File: config.mk
export PLATFORM = sky130hd
export DESIGN_NAME = wb_stage_flat
export DESIGN_NICKNAME = d
export VERILOG_FILES = /design/src/rtl/wb_stage_if.sv /design/src/rtl/wb_stage.sv /design/src/flat_wrapper.sv
export SDC_FILE = /design/constraint.sdc
export NUM_CORES = 1
export LEC_CHECK = 0
export ABC_AREA = 1
export CELL_PAD_IN_SITES_DETAIL_PLACEMENT = 1
export CELL_PAD_IN_SITES_GLOBAL_PLACEMENT = 1
export CORE_UTILIZATION = 34
export CTS_CLUSTER_DIAMETER = 120
export DETAILED_ROUTE_END_ITERATION = 7
export PLACE_DENSITY = 0.91
export SLEW_MARGIN = 20
export SYNTH_ARGS = -nofsm -noshare
export SYNTH_HDL_FRONTEND = slang
export SYNTH_SLANG_ARGS = --single-unit
File: constraint.sdc
create_clock -name clk -period 5.05 [get_ports clk]
set_input_delay 1.01 -clock clk [delete_from_list [all_inputs] [get_ports clk]]
set_output_delay 1.01 -clock clk [all_outputs]
set_load 0.02 [all_outputs]
File: src/rtl/wb_stage_if.sv
// wb_stage_if: bundles the MEM-side handshake, the register-file write port
// and the forwarding outputs of the write-back stage.
interface wb_stage_if #(
   parameter int unsigned XLEN = 32,
   parameter int unsigned RAW  = 5
);
   localparam int unsigned AW = $clog2(XLEN / 8);

   logic            in_valid;
   logic            in_ready;
   logic [XLEN-1:0] pc_add4;
   logic [XLEN-1:0] comp_ex_result;
   logic [XLEN-1:0] alu_result;
   logic [XLEN-1:0] mem_data;
   logic [1:0]      rw_sel;
   logic [RAW-1:0]  rd_addr;
   logic            rd_we;
   logic [1:0]      ld_size;
   logic            ld_unsigned;
   logic [AW-1:0]   ld_addr_lo;
   logic            rf_gnt;
   logic            rf_we;
   logic [RAW-1:0]  rf_waddr;
   logic [XLEN-1:0] rf_wdata;
   logic            fwd_valid;
   logic [RAW-1:0]  fwd_addr;
   logic [XLEN-1:0] fwd_data;

   // Producer side (MEM stage, register file arbiter, consumers of bypass)
   modport master (
      output in_valid, pc_add4, comp_ex_result, alu_result, mem_data,
             rw_sel, rd_addr, rd_we, ld_size, ld_unsigned, ld_addr_lo, rf_gnt,
      input  in_ready, rf_we, rf_waddr, rf_wdata, fwd_valid, fwd_addr, fwd_data
   );

   // Write-back stage side
   modport slave (
      input  in_valid, pc_add4, comp_ex_result, alu_result, mem_data,
             rw_sel, rd_addr, rd_we, ld_size, ld_unsigned, ld_addr_lo, rf_gnt,
      output in_ready, rf_we, rf_waddr, rf_wdata, fwd_valid, fwd_addr, fwd_data
   );
endinterface

File: src/rtl/wb_stage.sv
// wb_stage: buffered write-back stage. Selects the result source, optionally
// aligns/extends load data (macro WB_LOAD_EXT_EN), holds results in a
// 2-entry FIFO and drives the register-file write port under rf_gnt.
// The head entry is exposed for forwarding; retirements are counted.
module wb_stage #(
   parameter int unsigned XLEN = 32,
   parameter int unsigned RAW  = 5,
   parameter int unsigned CNTW = 64
) (
   input  logic            clk,
   input  logic            rst_n,
   wb_stage_if.slave       bus,
   output logic [CNTW-1:0] retire_cnt
);
   localparam int unsigned AW = $clog2(XLEN / 8);

   localparam logic [1:0] REGWD_PC      = 2'd0;
   localparam logic [1:0] REGWD_COMPOUT = 2'd1;
   localparam logic [1:0] REGWD_ALUOUT  = 2'd2;

   typedef struct packed {
      logic            wflag;
      logic [RAW-1:0]  addr;
      logic [XLEN-1:0] data;
   } wb_entry_t;

   logic [XLEN-1:0] ld_data_c;
   logic [XLEN-1:0] result_c;
   wb_entry_t       in_entry_c;
   logic            push_c;
   logic            pop_c;

   wb_entry_t       head_q, head_d;
   wb_entry_t       tail_q, tail_d;
   logic [1:0]      count_q, count_d;
   logic            in_ready_q, in_ready_d;
   logic [CNTW-1:0] cnt_q, cnt_d;

`ifdef WB_LOAD_EXT_EN
   logic [AW-1:0]   ld_idx_c;
   logic [XLEN-1:0] ld_shift_c;

   // Align load data to its byte offset, then mask and extend to XLEN
   always_comb begin
      ld_idx_c   = bus.ld_addr_lo;
      ld_data_c  = '0;
      case (bus.ld_size)
         2'b00:   ld_idx_c = bus.ld_addr_lo;
         2'b01:   ld_idx_c = bus.ld_addr_lo & ~AW'(1);
         default: ld_idx_c = (XLEN == 64 && bus.ld_size == 2'b11) ? '0
                                                                 : (bus.ld_addr_lo & ~AW'(3));
      endcase
      ld_shift_c = bus.mem_data >> {ld_idx_c, 3'b000};
      case (bus.ld_size)
         2'b00: ld_data_c = bus.ld_unsigned ? XLEN'(ld_shift_c[7:0])
                                            : XLEN'($signed(ld_shift_c[7:0]));
         2'b01: ld_data_c = bus.ld_unsigned ? XLEN'(ld_shift_c[15:0])
                                            : XLEN'($signed(ld_shift_c[15:0]));
         2'b10: ld_data_c = bus.ld_unsigned ? XLEN'(ld_shift_c[31:0])
                                            : XLEN'($signed(ld_shift_c[31:0]));
         default: begin
            // dword on RV64; on RV32 the illegal dword code behaves as word
            if (XLEN == 64) ld_data_c = ld_shift_c;
            else            ld_data_c = bus.ld_unsigned ? XLEN'(ld_shift_c[31:0])
                                                        : XLEN'($signed(ld_shift_c[31:0]));
         end
      endcase
   end
`else
   logic unused_ld_ctrl;

   // Memory unit already extended the load; pass it through untouched
   assign ld_data_c      = bus.mem_data;
   assign unused_ld_ctrl = ^{bus.ld_size, bus.ld_unsigned, bus.ld_addr_lo};
`endif

   // Result source select and entry formation; x0 writes are stripped here
   always_comb begin
      result_c = ld_data_c;
      case (bus.rw_sel)
         REGWD_PC:      result_c = bus.pc_add4;
         REGWD_COMPOUT: result_c = bus.comp_ex_result;
         REGWD_ALUOUT:  result_c = bus.alu_result;
         default:       result_c = ld_data_c;
      endcase
      in_entry_c.wflag = bus.rd_we && (bus.rd_addr != '0);
      in_entry_c.addr  = bus.rd_addr;
      in_entry_c.data  = result_c;
   end

   assign push_c = bus.in_valid && in_ready_q;
   assign pop_c  = (count_q != 2'd0) && (bus.rf_gnt || !head_q.wflag);

   // FIFO next state; an empty head is zeroed so the outputs read 0
   always_comb begin
      head_d  = head_q;
      tail_d  = tail_q;
      count_d = count_q;
      case ({push_c, pop_c})
         2'b10: begin
            if (count_q == 2'd0) head_d = in_entry_c;
            else                 tail_d = in_entry_c;
            count_d = count_q + 2'd1;
         end
         2'b01: begin
            head_d  = (count_q == 2'd2) ? tail_q : '0;
            tail_d  = '0;
            count_d = count_q - 2'd1;
         end
         // push with pop only happens at count 1: the new entry becomes head
         2'b11: head_d = in_entry_c;
         default: ;
      endcase
      in_ready_d = (count_d < 2'd2);
      cnt_d      = cnt_q + CNTW'(pop_c);
   end

   // State registers
   always_ff @(posedge clk or negedge rst_n) begin
      if (!rst_n) begin
         head_q     <= '0;
         tail_q     <= '0;
         count_q    <= 2'd0;
         in_ready_q <= 1'b1;
         cnt_q      <= '0;
      end else begin
         head_q     <= head_d;
         tail_q     <= tail_d;
         count_q    <= count_d;
         in_ready_q <= in_ready_d;
         cnt_q      <= cnt_d;
      end
   end

   assign bus.in_ready  = in_ready_q;
   assign bus.rf_we     = head_q.wflag;
   assign bus.rf_waddr  = head_q.addr;
   assign bus.rf_wdata  = head_q.data;
   assign bus.fwd_valid = head_q.wflag;
   assign bus.fwd_addr  = head_q.addr;
   assign bus.fwd_data  = head_q.data;
   assign retire_cnt    = cnt_q;
endmodule

File: src/flat_wrapper.sv
// flat-port wrapper written by rule: the top's interface ports become plain ports
module wb_stage_flat 
#(
   parameter int unsigned XLEN = 32,
   parameter int unsigned RAW  = 5,
   parameter int unsigned CNTW = 64
)
  (clk, rst_n, retire_cnt, bus_in_valid, bus_pc_add4, bus_comp_ex_result, bus_alu_result, bus_mem_data, bus_rw_sel, bus_rd_addr, bus_rd_we, bus_ld_size, bus_ld_unsigned, bus_ld_addr_lo, bus_rf_gnt, bus_in_ready, bus_rf_we, bus_rf_waddr, bus_rf_wdata, bus_fwd_valid, bus_fwd_addr, bus_fwd_data);
  wb_stage_if #(.XLEN(XLEN), .RAW(RAW)) bus_i ();
  input  logic clk;
  input  logic rst_n;
  output logic [CNTW-1:0] retire_cnt;
  input wire logic [$bits(bus_i.in_valid)-1:0] bus_in_valid;
  input wire logic [$bits(bus_i.pc_add4)-1:0] bus_pc_add4;
  input wire logic [$bits(bus_i.comp_ex_result)-1:0] bus_comp_ex_result;
  input wire logic [$bits(bus_i.alu_result)-1:0] bus_alu_result;
  input wire logic [$bits(bus_i.mem_data)-1:0] bus_mem_data;
  input wire logic [$bits(bus_i.rw_sel)-1:0] bus_rw_sel;
  input wire logic [$bits(bus_i.rd_addr)-1:0] bus_rd_addr;
  input wire logic [$bits(bus_i.rd_we)-1:0] bus_rd_we;
  input wire logic [$bits(bus_i.ld_size)-1:0] bus_ld_size;
  input wire logic [$bits(bus_i.ld_unsigned)-1:0] bus_ld_unsigned;
  input wire logic [$bits(bus_i.ld_addr_lo)-1:0] bus_ld_addr_lo;
  input wire logic [$bits(bus_i.rf_gnt)-1:0] bus_rf_gnt;
  output wire logic [$bits(bus_i.in_ready)-1:0] bus_in_ready;
  output wire logic [$bits(bus_i.rf_we)-1:0] bus_rf_we;
  output wire logic [$bits(bus_i.rf_waddr)-1:0] bus_rf_waddr;
  output wire logic [$bits(bus_i.rf_wdata)-1:0] bus_rf_wdata;
  output wire logic [$bits(bus_i.fwd_valid)-1:0] bus_fwd_valid;
  output wire logic [$bits(bus_i.fwd_addr)-1:0] bus_fwd_addr;
  output wire logic [$bits(bus_i.fwd_data)-1:0] bus_fwd_data;
  assign bus_i.in_valid = bus_in_valid;
  assign bus_i.pc_add4 = bus_pc_add4;
  assign bus_i.comp_ex_result = bus_comp_ex_result;
  assign bus_i.alu_result = bus_alu_result;
  assign bus_i.mem_data = bus_mem_data;
  assign bus_i.rw_sel = bus_rw_sel;
  assign bus_i.rd_addr = bus_rd_addr;
  assign bus_i.rd_we = bus_rd_we;
  assign bus_i.ld_size = bus_ld_size;
  assign bus_i.ld_unsigned = bus_ld_unsigned;
  assign bus_i.ld_addr_lo = bus_ld_addr_lo;
  assign bus_i.rf_gnt = bus_rf_gnt;
  assign bus_in_ready = bus_i.in_ready;
  assign bus_rf_we = bus_i.rf_we;
  assign bus_rf_waddr = bus_i.rf_waddr;
  assign bus_rf_wdata = bus_i.rf_wdata;
  assign bus_fwd_valid = bus_i.fwd_valid;
  assign bus_fwd_addr = bus_i.fwd_addr;
  assign bus_fwd_data = bus_i.fwd_data;
  wb_stage #(.XLEN(XLEN), .RAW(RAW), .CNTW(CNTW)) u_core (.clk(clk), .rst_n(rst_n), .bus(bus_i), .retire_cnt(retire_cnt));
endmodule
; Word level (Yosys, flattened, before mapping)
; Index checks and enable logic that the tools add are counted.
[totals]
regBits = 143
inputBits = 145
output_inout_bits = 141
word_cells = 41
[op_classes]
add_sub_neg = 3
order_cmp = 1
n_eq_ne = 8
muxes = 7
reduce_logical = 13
[op_table]
columns = op, count
row1 = two-way mux 38 bit, 3
row2 = case mux 38 bit (3 select lines), 1
row3 = case mux 32 bit (3 select lines), 1
row4 = case mux 38 bit (2 select lines), 1
row5 = adder 64 x 1 -> 64 bit, 1
row6 = "== test 2 bit, second input constant", 4
row7 = nonzero test 5 bit, 1
row8 = "== test 2 x 1 -> 1 bit, second input constant", 2
row9 = zero test 2 bit, 2
row10 = case mux 2 bit (2 select lines), 1
row11 = AND reduction 2 bit, 2
row12 = nonzero test 2 bit, 2
row13 = logical AND 1 bit, 3
row14 = nonzero test 3 bit, 1
row15 = "adder 2 x 1 -> 2 bit, second input constant", 1
row16 = "< comparator 2 bit, second input constant", 1
row17 = "inequality test 2 x 1 -> 1 bit, second input constant", 1
row18 = "inequality test 2 bit, second input constant", 1
row19 = "subtractor 2 x 1 -> 2 bit, second input constant", 1
row20 = zero test 1 bit, 1
row21 = logical OR 1 bit, 1

; Longest topological paths before layout
; Gate-level depths: netlist of run 1.
[depth]
ltp_word = 6
mapped_depth = 14
mapped_depth_nobuf = 14

; Worst setup path after synthesis of run 1
; No wires, ideal clock.
[synth_timing]
kind = input to register
startpoint = input bus_rf_gnt
endpoint = register u_core.cnt_q[58] (netlist: u_core.retire_cnt[58])
setup_ns = 0.120
arrival_time_ns = 2.447
required_ns = 4.930
path_slack_ns = 2.483
path_stages = 13
n_path_buf = 0
cell_sequence = inv_1 -> nand2_1 -> nand2_1 -> inv_1 -> ha_1 -> ha_1 -> nand3_2 -> inv_2 -> nand2_2 -> nor2_4 -> nand2_1 -> o21ai_1 -> nand2_1
[synth_between]
elab_chain_cells = 3
[synth_rtl]
columns = element, line_no
row1 = "start, declared", flat_wrapper.sv:24  ; input wire logic [$bits(bus_i.rf_gnt)-1:0] bus_rf_gnt;
row2 = logical OR 1 bit, wb_stage.sv:92  ; assign pop_c = (count_q != 2'd0) && (bus.rf_gnt || !head_q.wflag);
row3 = logical AND 1 bit, wb_stage.sv:92
row4 = adder 64 x 1 -> 64 bit, wb_stage.sv:115  ; cnt_d = cnt_q + CNTW'(pop_c);
row5 = named net u_core.cnt_d[58], wb_stage.sv:37  ; logic [CNTW-1:0] cnt_q, cnt_d;
row6 = "end signal, assigned", wb_stage.sv:131  ; cnt_q <= cnt_d;
row7 = "end, declared", wb_stage.sv:37
; The timed path passes the listed nets, and every way through them passes these cells.
; A chain may end at the register's enable or synchronous reset.

; Worst setup path after layout of run 1
[layout_timing]
startpoint = input bus_rf_gnt
endpoint = register u_core.head_q (netlist bit u_core.bus.fwd_data[31])
[layout_between]
elab_chain_cells = 5
elab_cells_between_ends = 9
cone_classes = 4 x eq/ne / 1 x mux / 4 x reduce/logical
[layout_rtl]
columns = element, line_no
row1 = logical OR 1 bit *, wb_stage.sv:92
row2 = logical AND 1 bit *, wb_stage.sv:92
row3 = == test 2 bit / == test 2 x 1 -> 1 bit (equally long branches), wb_stage.sv:99  ; case ({push_c, pop_c})
row4 = inequality test 2 x 1 -> 1 bit (no line) / nonzero test 3 bit (equally long branches), --
row5 = AND reduction 2 bit (no line), --
row6 = "end signal, assigned", wb_stage.sv:121  ; head_q <= '0;
row7 = "end signal, assigned", wb_stage.sv:127  ; head_q <= head_d;
row8 = "end, declared", wb_stage.sv:33  ; wb_entry_t head_q, head_d;
; Mark *: on every way between the ends. The rest lies on a longest branch, timed or not.

==> metrics.yaml, run 1 <==
power_and_ir_drop:
  pwr_density_cell_mw_per_mm2: 481.8
  ir_drop_v: 0.0002585
  power_w: 0.005573
  leakage_nw: 4.751
worst_setup_path:
  crit-reg2reg-capture: "u_core.bus.fwd_data[31]$_DFFE_PN0P_"
  cpMostUsedCell: "nand2_1"
  timing.rr.start: "u_core.count_q[0]$_DFFE_PN0N_"
  worstPathRequired_ns: 5.39
  crit_type: "in -> reg"
  reg2regPathDepth: 12
  crit_path_max_incr_delay_ns: 0.64
  worstSetupEndpointType: "flop"
  start_kind: "input port"
  path_cells: "clkdlybuf4s50_1 > inv_1 > nand2_1 > nand2_1 > inv_1 > ha_1 > inv_2 > nor3_4 > buf_4 > nand2_1 > nand2_1 > inv_1 > a21oi_1"
  cp_slowest_cell: "ha_1"
  path_max_fanout: 38
  ff2ff_setup_slack_ns: 1.92
  crit_arrival_ns: 3.97
hold_path:
  hold_path_class: "reg -> reg"
  min_path_cells: 2
  worstHoldStart: "u_core.tail_q[2]$_DFFE_PN0P_"
  hold_end: "u_core.tail_q[2]$_DFFE_PN0P_"
routing:
  viasPerCell: 4.964
  drc: 0
  first_iter_violations: 341
  via_count: 8548
  finalWirelength_um: 31090
  routedWlPerCell_um: 18.06
  firstDrtPassIters: 5
  drtAntennaViolNets: 0
die:
  die_h_um: 157.2
  die_x_um: 157.2
  die_area_mm2: 0.02471
  start_util: 0.3479
  ios: 286
  core-area_mm2: 0.02354
  row_count: 56
cells_and_area:
  nNetsFinal: 1538
  area_growth_pct: 41.23
  drive_gt1_frac: 0.05064
yosys:
  yosysWarnings: 0
  syn_inst: 1156
  synth_seq_cells: 143
  synth.avg_cell_area_um2: 7.085
  synth_cell_type_count: 28
  syn-num-nets: 1305
  ys_seq_area_frac: 0.4371
  netlist_area_mm2: 0.008190
run_status:
  outcome: "completed"
global_routing:
  grt_pass1_vias: 9120
  antenna_found_initial: 1
  grt_overflow: 0
  grt_pass1_wl_um: 48470
  gr-usage-all-layers: 0.2581
  grt_max_degree: 77
sta:
  max-slew-margin-rel: 0.2680
  worst-slew-pin-transition_ns: 1.097
  period_share: 0.7196
  slew_violations: 0
  hold_viol: 0
  fin_skew_ns: 0.01268
  whs_ns: 0.4865
  setup-tns-final_ns: 0
  rsz0062_at_grt: "no"
  fin_crit_ns: 3.634
  fmax_mhz: 275.2
  setup_slack_ns: 1.416
  setup_viol: 0
clocking:
  cts_max_level: 4
  clk_path_buf_depth: 2
  clk-insertion-delay-late_ns: 0.43
  numCtsBuffers: 17
  cts_root_buf: "clkbuf_16"
  ctsResizeCount: 0
  post-cts-setup-buffers: 0
  clkSlewWorstSetupHoldPaths_ns: 0.06
  postCtsHoldBufs: 0
  cts_tree: "yes"
  cts.sinks: 143
place:
  place_ws_ns: 0.9883
  place_congestion: 0.9197
  portBuffers: 280
  hpwlAfterDp_um: 24210
flow_run:
  drv_cap: 0
how the worst max path moves through the flow:
stage | end | slack, ns | cells after the start | startpoint
floorplan | u_core.retire_cnt[58]$_DFF_PN0_ | 2.48 | 13 | bus_rf_gnt
global placement | u_core.bus.fwd_data[17]$_DFFE_PN0P_ | 1.08 | 13 | bus_rf_gnt
detailed placement | u_core.bus.fwd_data[12]$_DFFE_PN0P_ | 0.99 | 13 | bus_rf_gnt
CTS | u_core.bus.fwd_data[31]$_DFFE_PN0P_ | 1.38 | 13 | bus_rf_gnt
global route | u_core.bus.fwd_data[3]$_DFFE_PN0P_ | 1.16 | 13 | bus_rf_gnt
finish | u_core.bus.fwd_data[31]$_DFFE_PN0P_ | 1.42 | 13 | bus_rf_gnt
layer usage:
| metal | wire (µm) | GRT usage |
|---|---|---|
| met5 | 0 | 0 |
| met4 | 962 | 0.09894 |
| met3 | 1856 | 0.05920 |
| met2 | 15860 | 0.4667 |
| met1 | 12410 | 0.2932 |
Yosys cell counts:
cell | instances | area, µm²
clkbuf_1 | 4 | 15.01
dfrtp_1 | 142 | 3553
o31ai_1 | 3 | 22.52
xnor2_1 | 21 | 183.9
a22oi_1 | 3 | 22.52
buf_4 | 44 | 330.3
xor2_1 | 13 | 113.9
nand4_1 | 39 | 244.0
buf_2 | 21 | 105.1
buf_1 | 2 | 7.510
nand2_2 | 5 | 31.28
buf_6 | 3 | 33.78
dfstp_2 | 1 | 26.28
o21ai_1 | 39 | 195.2
nor3_2 | 1 | 10.01
a21oi_1 | 27 | 135.1
nand3_2 | 1 | 10.01
nand3_1 | 26 | 130.1
ha_1 | 4 | 50.05
nand2_1 | 452 | 1697
a31oi_1 | 12 | 75.07
o21ai_0 | 23 | 115.1
o21ai_2 | 1 | 8.760
inv_1 | 68 | 255.2
nor2_4 | 6 | 67.56
nor2_2 | 8 | 50.05
nor2_1 | 181 | 679.4
inv_2 | 6 | 22.52
power breakdown:
group	internal, W	leakage [nW]	switching (W)
clock	0.000713	0.281	0.000538
combinational	0.00104	2.61	0.00152
sequential	0.00147	1.86	0.000280
flip-flops by register name (all words and copies together) (netlist names):
| name | flops |
|---|---|
| u_core.bus.fwd_addr | 5 |
| u_core.bus.fwd_data | 32 |
| u_core.bus.fwd_valid | 1 |
| u_core.bus.in_ready | 1 |
| u_core.count_q | 2 |
| u_core.retire_cnt | 64 |
| u_core.tail_q | 38 |
layout by cell type (no fill, tap or decap), drive strengths merged:
cell / instances
clkinvlp: 2
clkinv: 5
nand3: 27
xnor2: 21
bufinv: 1
inv: 79
buf: 9
a22oi: 3
clkbuf: 19
a31oi: 12
nand2: 457
o31ai: 3
xor2: 13
a21oi: 27
o21ai: 63
ha: 4
dfrtp: 142
nor3: 1
dfstp: 1
nand4: 39
clkdlybuf4s50: 279
nor2: 195
diode: 1
logic make-up after synthesis:
group | count (synthesis) | share of synthesized area
and+or+nand+nor | 719 | 0.3564
buffers and inverters | 148 | 0.09395
DFF | 143 | 0.4371
AOI/OAI and AO/OA | 108 | 0.07012
xor gates and xnor gates | 34 | 0.03636
adders and majority gates | 4 | 0.006111
final cells by class:
cell class / count / area [µm²]
Antenna cell: 1 / 2.502
Sequential cell: 143 / 3580
Tap cell: 319 / 399.1
Clock inverter: 13 / 125.1
Inverter: 74 / 277.8
Multi-Input combinational cell: 865 / 3866
Clock buffer: 19 / 452.9
Timing Repair Buffer: 288 / 2864
Fill cell: 2913 / 11980
stage by stage:
stage	util	std cells	cell area (µm²)
after global routing	0.4913	1722	11570
after CTS	0.4912	1721	11560
after global placement	0.4667	1689	10990
after detailed placement	0.4667	1689	10990
final	0.4913	1722	11570
after floorplan	-	1156	8190
critical path, delay by kind of cell:
| kind | cells | cell delay [ns] |
|---|---|---|
| compound gates | 1 | 0.16 |
| fa+ha+maj | 1 | 0.64 |
| buf+inv | 6 | 1.55 |
| simple gates | 5 | 0.59 |
No activity file was read; power rests on OpenSTA's default activity.
==> run 2: changes to the inputs <==
--- a/config.mk
+++ b/config.mk
@@ -8,10 +8,10 @@
 export ABC_AREA = 1
 export CELL_PAD_IN_SITES_DETAIL_PLACEMENT = 1
 export CELL_PAD_IN_SITES_GLOBAL_PLACEMENT = 1
-export CORE_UTILIZATION = 34
+export CORE_UTILIZATION = 32
 export CTS_CLUSTER_DIAMETER = 120
 export DETAILED_ROUTE_END_ITERATION = 7
-export PLACE_DENSITY = 0.91
+export PLACE_DENSITY = 0.86
 export SLEW_MARGIN = 20
 export SYNTH_ARGS = -nofsm -noshare
 export SYNTH_HDL_FRONTEND = slang
==> constraint.sdc (replaced) <==
create_clock -name clk -period 3.6 [get_ports clk]
set_input_delay 0.72 -clock clk [delete_from_list [all_inputs] [get_ports clk]]
set_output_delay 0.72 -clock clk [all_outputs]
set_load 0.02 [all_outputs]
==> run 2 against run 1 <==
  * Routed wire length is 1.1% lower
  * Combinational power is 41% higher
  * Critical path depth rose by 1
  * Final cell count up 0.87%
  * Critical endpoint is now u_core.retire_cnt[58]$_DFF_PN0_
==> metrics.yaml, run 2 (same netlist as run 1, synthesis figures left out) <==
routing:
  drc: 0  # unchanged
  finalWirelength_um: 30760  # -1.1%
  drtAntennaViolNets: 0  # unchanged
  routedWlPerCell_um: 17.71  # -1.9%
  viasPerCell: 4.904  # -1.2%
  via_count: 8518  # -0.35%
  firstDrtPassIters: 4  # -1
  first_iter_violations: 374  # +9.7%
worst_setup_path:
  crit_type: "in -> reg"
  crit-reg2reg-capture: "u_core.retire_cnt[58]$_DFF_PN0_"
  reg2regPathDepth: 13  # +1
  timing.rr.start: "u_core.count_q[0]$_DFFE_PN0N_"
  crit_buf_inv: 4  # -2
  ff2ff_setup_slack_ns: 1.11  # -0.81 ns
  worstSetupEndpointType: "flop"
  cp_slowest_cell: "clkdlybuf4s50_1"
  cpMostUsedCell: "nand2_1"
  path_cells: "clkdlybuf4s50_1 > inv_1 > nand2_1 > nand2_1 > inv_1 > ha_1 > ha_1 > nand3_2 > inv_2 > nand2_2 > nor2_4 > nand2_1 > o21ai_1 > nand2_1"
  crit_path_max_incr_delay_ns: 0.45  # -0.19 ns
  crit_arrival_ns: 3.01  # -0.96 ns
  path_max_fanout: 6  # -84%
  critical_path.top_delay_family: "simple AND/OR/NAND/NOR gates"
  worstPathRequired_ns: 3.90  # -1.49 ns
  start_kind: "input port"
die:
  row_count: 58  # +3.6%
  die_area_mm2: 0.02624  # +6.2%
  die_h_um: 162.0  # +3.0%
  core-area_mm2: 0.02511  # +6.7%
  ios: 286  # unchanged
  start_util: 0.3262  # -0.02170
  die_x_um: 162.0  # +3.0%
clocking:
  ctsResizeCount: 0  # unchanged
  cts.sinks: 143  # unchanged
  cts_root_buf: "clkbuf_16"
  clk_path_buf_depth: 2  # unchanged
  cts_max_level: 4  # unchanged
  clk-insertion-delay-late_ns: 0.42  # about the same
  numCtsBuffers: 17  # unchanged
  cts_tree: "yes"
  clkSlewWorstSetupHoldPaths_ns: 0.07  # about the same
  postCtsHoldBufs: 0  # unchanged
  post-cts-setup-buffers: 0  # unchanged
global_routing:
  grt_max_degree: 85  # +10%
  grt_overflow: 0  # unchanged
  antenna_found_initial: 2  # +1
  grt_pass1_vias: 9358  # +2.6%
  gr-usage-all-layers: 0.2434  # -0.01466
  grt_pass1_wl_um: 49070  # +1.2%
sta:
  fin_crit_ns: 2.703
  fmax_mhz: 369.9
  fin_skew_ns: 0.01031  # -0.002366 ns
  hold_viol: 0  # unchanged
  max-slew-margin-rel: 0.4509  # +0.1829
  slew_violations: 0  # unchanged
  setup_viol: 0  # unchanged
  setup-tns-final_ns: 0  # unchanged
  rsz0062_at_grt: "no"
  worst-slew-pin-transition_ns: 0.8237  # -0.2732 ns
  period_share: 0.7509
cells_and_area:
  area_growth_pct: 42.19
  fin_area_mm2: 0.01165  # +0.68%
  layout_common_cells: "nand2_1 (452), clkdlybuf4s50_1 (279), nor2_1 (181), dfrtp_1 (142), inv_1 (68)"
  largest_register_ffs: 64  # unchanged
  drive_gt1_frac: 0.05267  # +0.002027
  nNetsFinal: 1541  # +0.20%
  layout_commonest_cell: "nand2_1"
place:
  hpwlAfterDp_um: 24050  # -0.67%
  dpl_cell_area_mm2: 0.01106  # +0.67%
  place_congestion: 0.9458  # +2.8%
  portBuffers: 280  # unchanged
power_and_ir_drop:
  power_w: 0.007846  # +41%
  ir_drop_v: 0.0003785  # +46%
  pwr_density_cell_mw_per_mm2: 673.7  # +40%
  leakage_nw: 4.770  # +0.41%
flow_run:
  drv_cap: 0  # unchanged
run_status:
  outcome: "completed"
hold_path:
  hold_path_class: "in -> async"
-- run 2: changes by cell type in the layout (fill, tap and decap cells not counted), sizes merged --
cell	previous run	this run
buf	9	12
diode	1	2
clkinv	5	2
clkinvlp	2	5
-- run 2: power breakdown --
part | switching, W | internal, W | total, W
combinational | 0.00211 | 0.00151 | 0.00362
sequential | 0.000391 | 0.00207 | 0.00246
clock | 0.000765 | 0.00100 | 0.00177
-- run 2: worst max-delay path by stage --
| stage | from | endpoint | cells past startpoint |
|---|---|---|---|
| floorplan | bus_rf_gnt | u_core.retire_cnt[58]$_DFF_PN0_ | 13 |
| global placement | bus_rf_gnt | u_core.retire_cnt[58]$_DFF_PN0_ | 14 |
| detailed placement | bus_rf_gnt | u_core.retire_cnt[58]$_DFF_PN0_ | 14 |
| CTS | bus_rf_gnt | u_core.retire_cnt[58]$_DFF_PN0_ | 14 |
| global route | bus_rf_gnt | u_core.retire_cnt[58]$_DFF_PN0_ | 14 |
| finish | bus_rf_gnt | u_core.retire_cnt[58]$_DFF_PN0_ | 14 |
-- run 2: metrics by stage --
step                      hold WS (ns)    util  instances  setup slack (ns)
final                           0.3752  0.4638       1737            0.8967
after global routing            0.4317  0.4638       1737            0.7098
after CTS                       0.3975  0.4636       1735            0.9086
after detailed placement        0.4737  0.4405       1703            0.4734
after global placement          0.4662  0.4405       1703            0.5737
after floorplan                 0.4244       -       1156             1.323
-- run 2: area by class of cell --
type | instances | area, µm²
multi-input cells | 865 | 3866
fillers | 3166 | 13460
inverters | 74 | 277.8
clock buffers | 19 | 452.9
diodes | 2 | 5.005
clock inverters | 13 | 127.6
flip-flops and latches | 143 | 3580
repair buffers | 291 | 2924
well taps | 330 | 412.9
-- run 2: per-layer routing --
layer	global-route usage	vias to the layer above	routed length (µm)
met5	0	-	0
met4	0.1016	0	1068
met3	0.05235	61	1646
met2	0.4407	275	15780
met1	0.2753	4104	12270
li1	-	4078	-
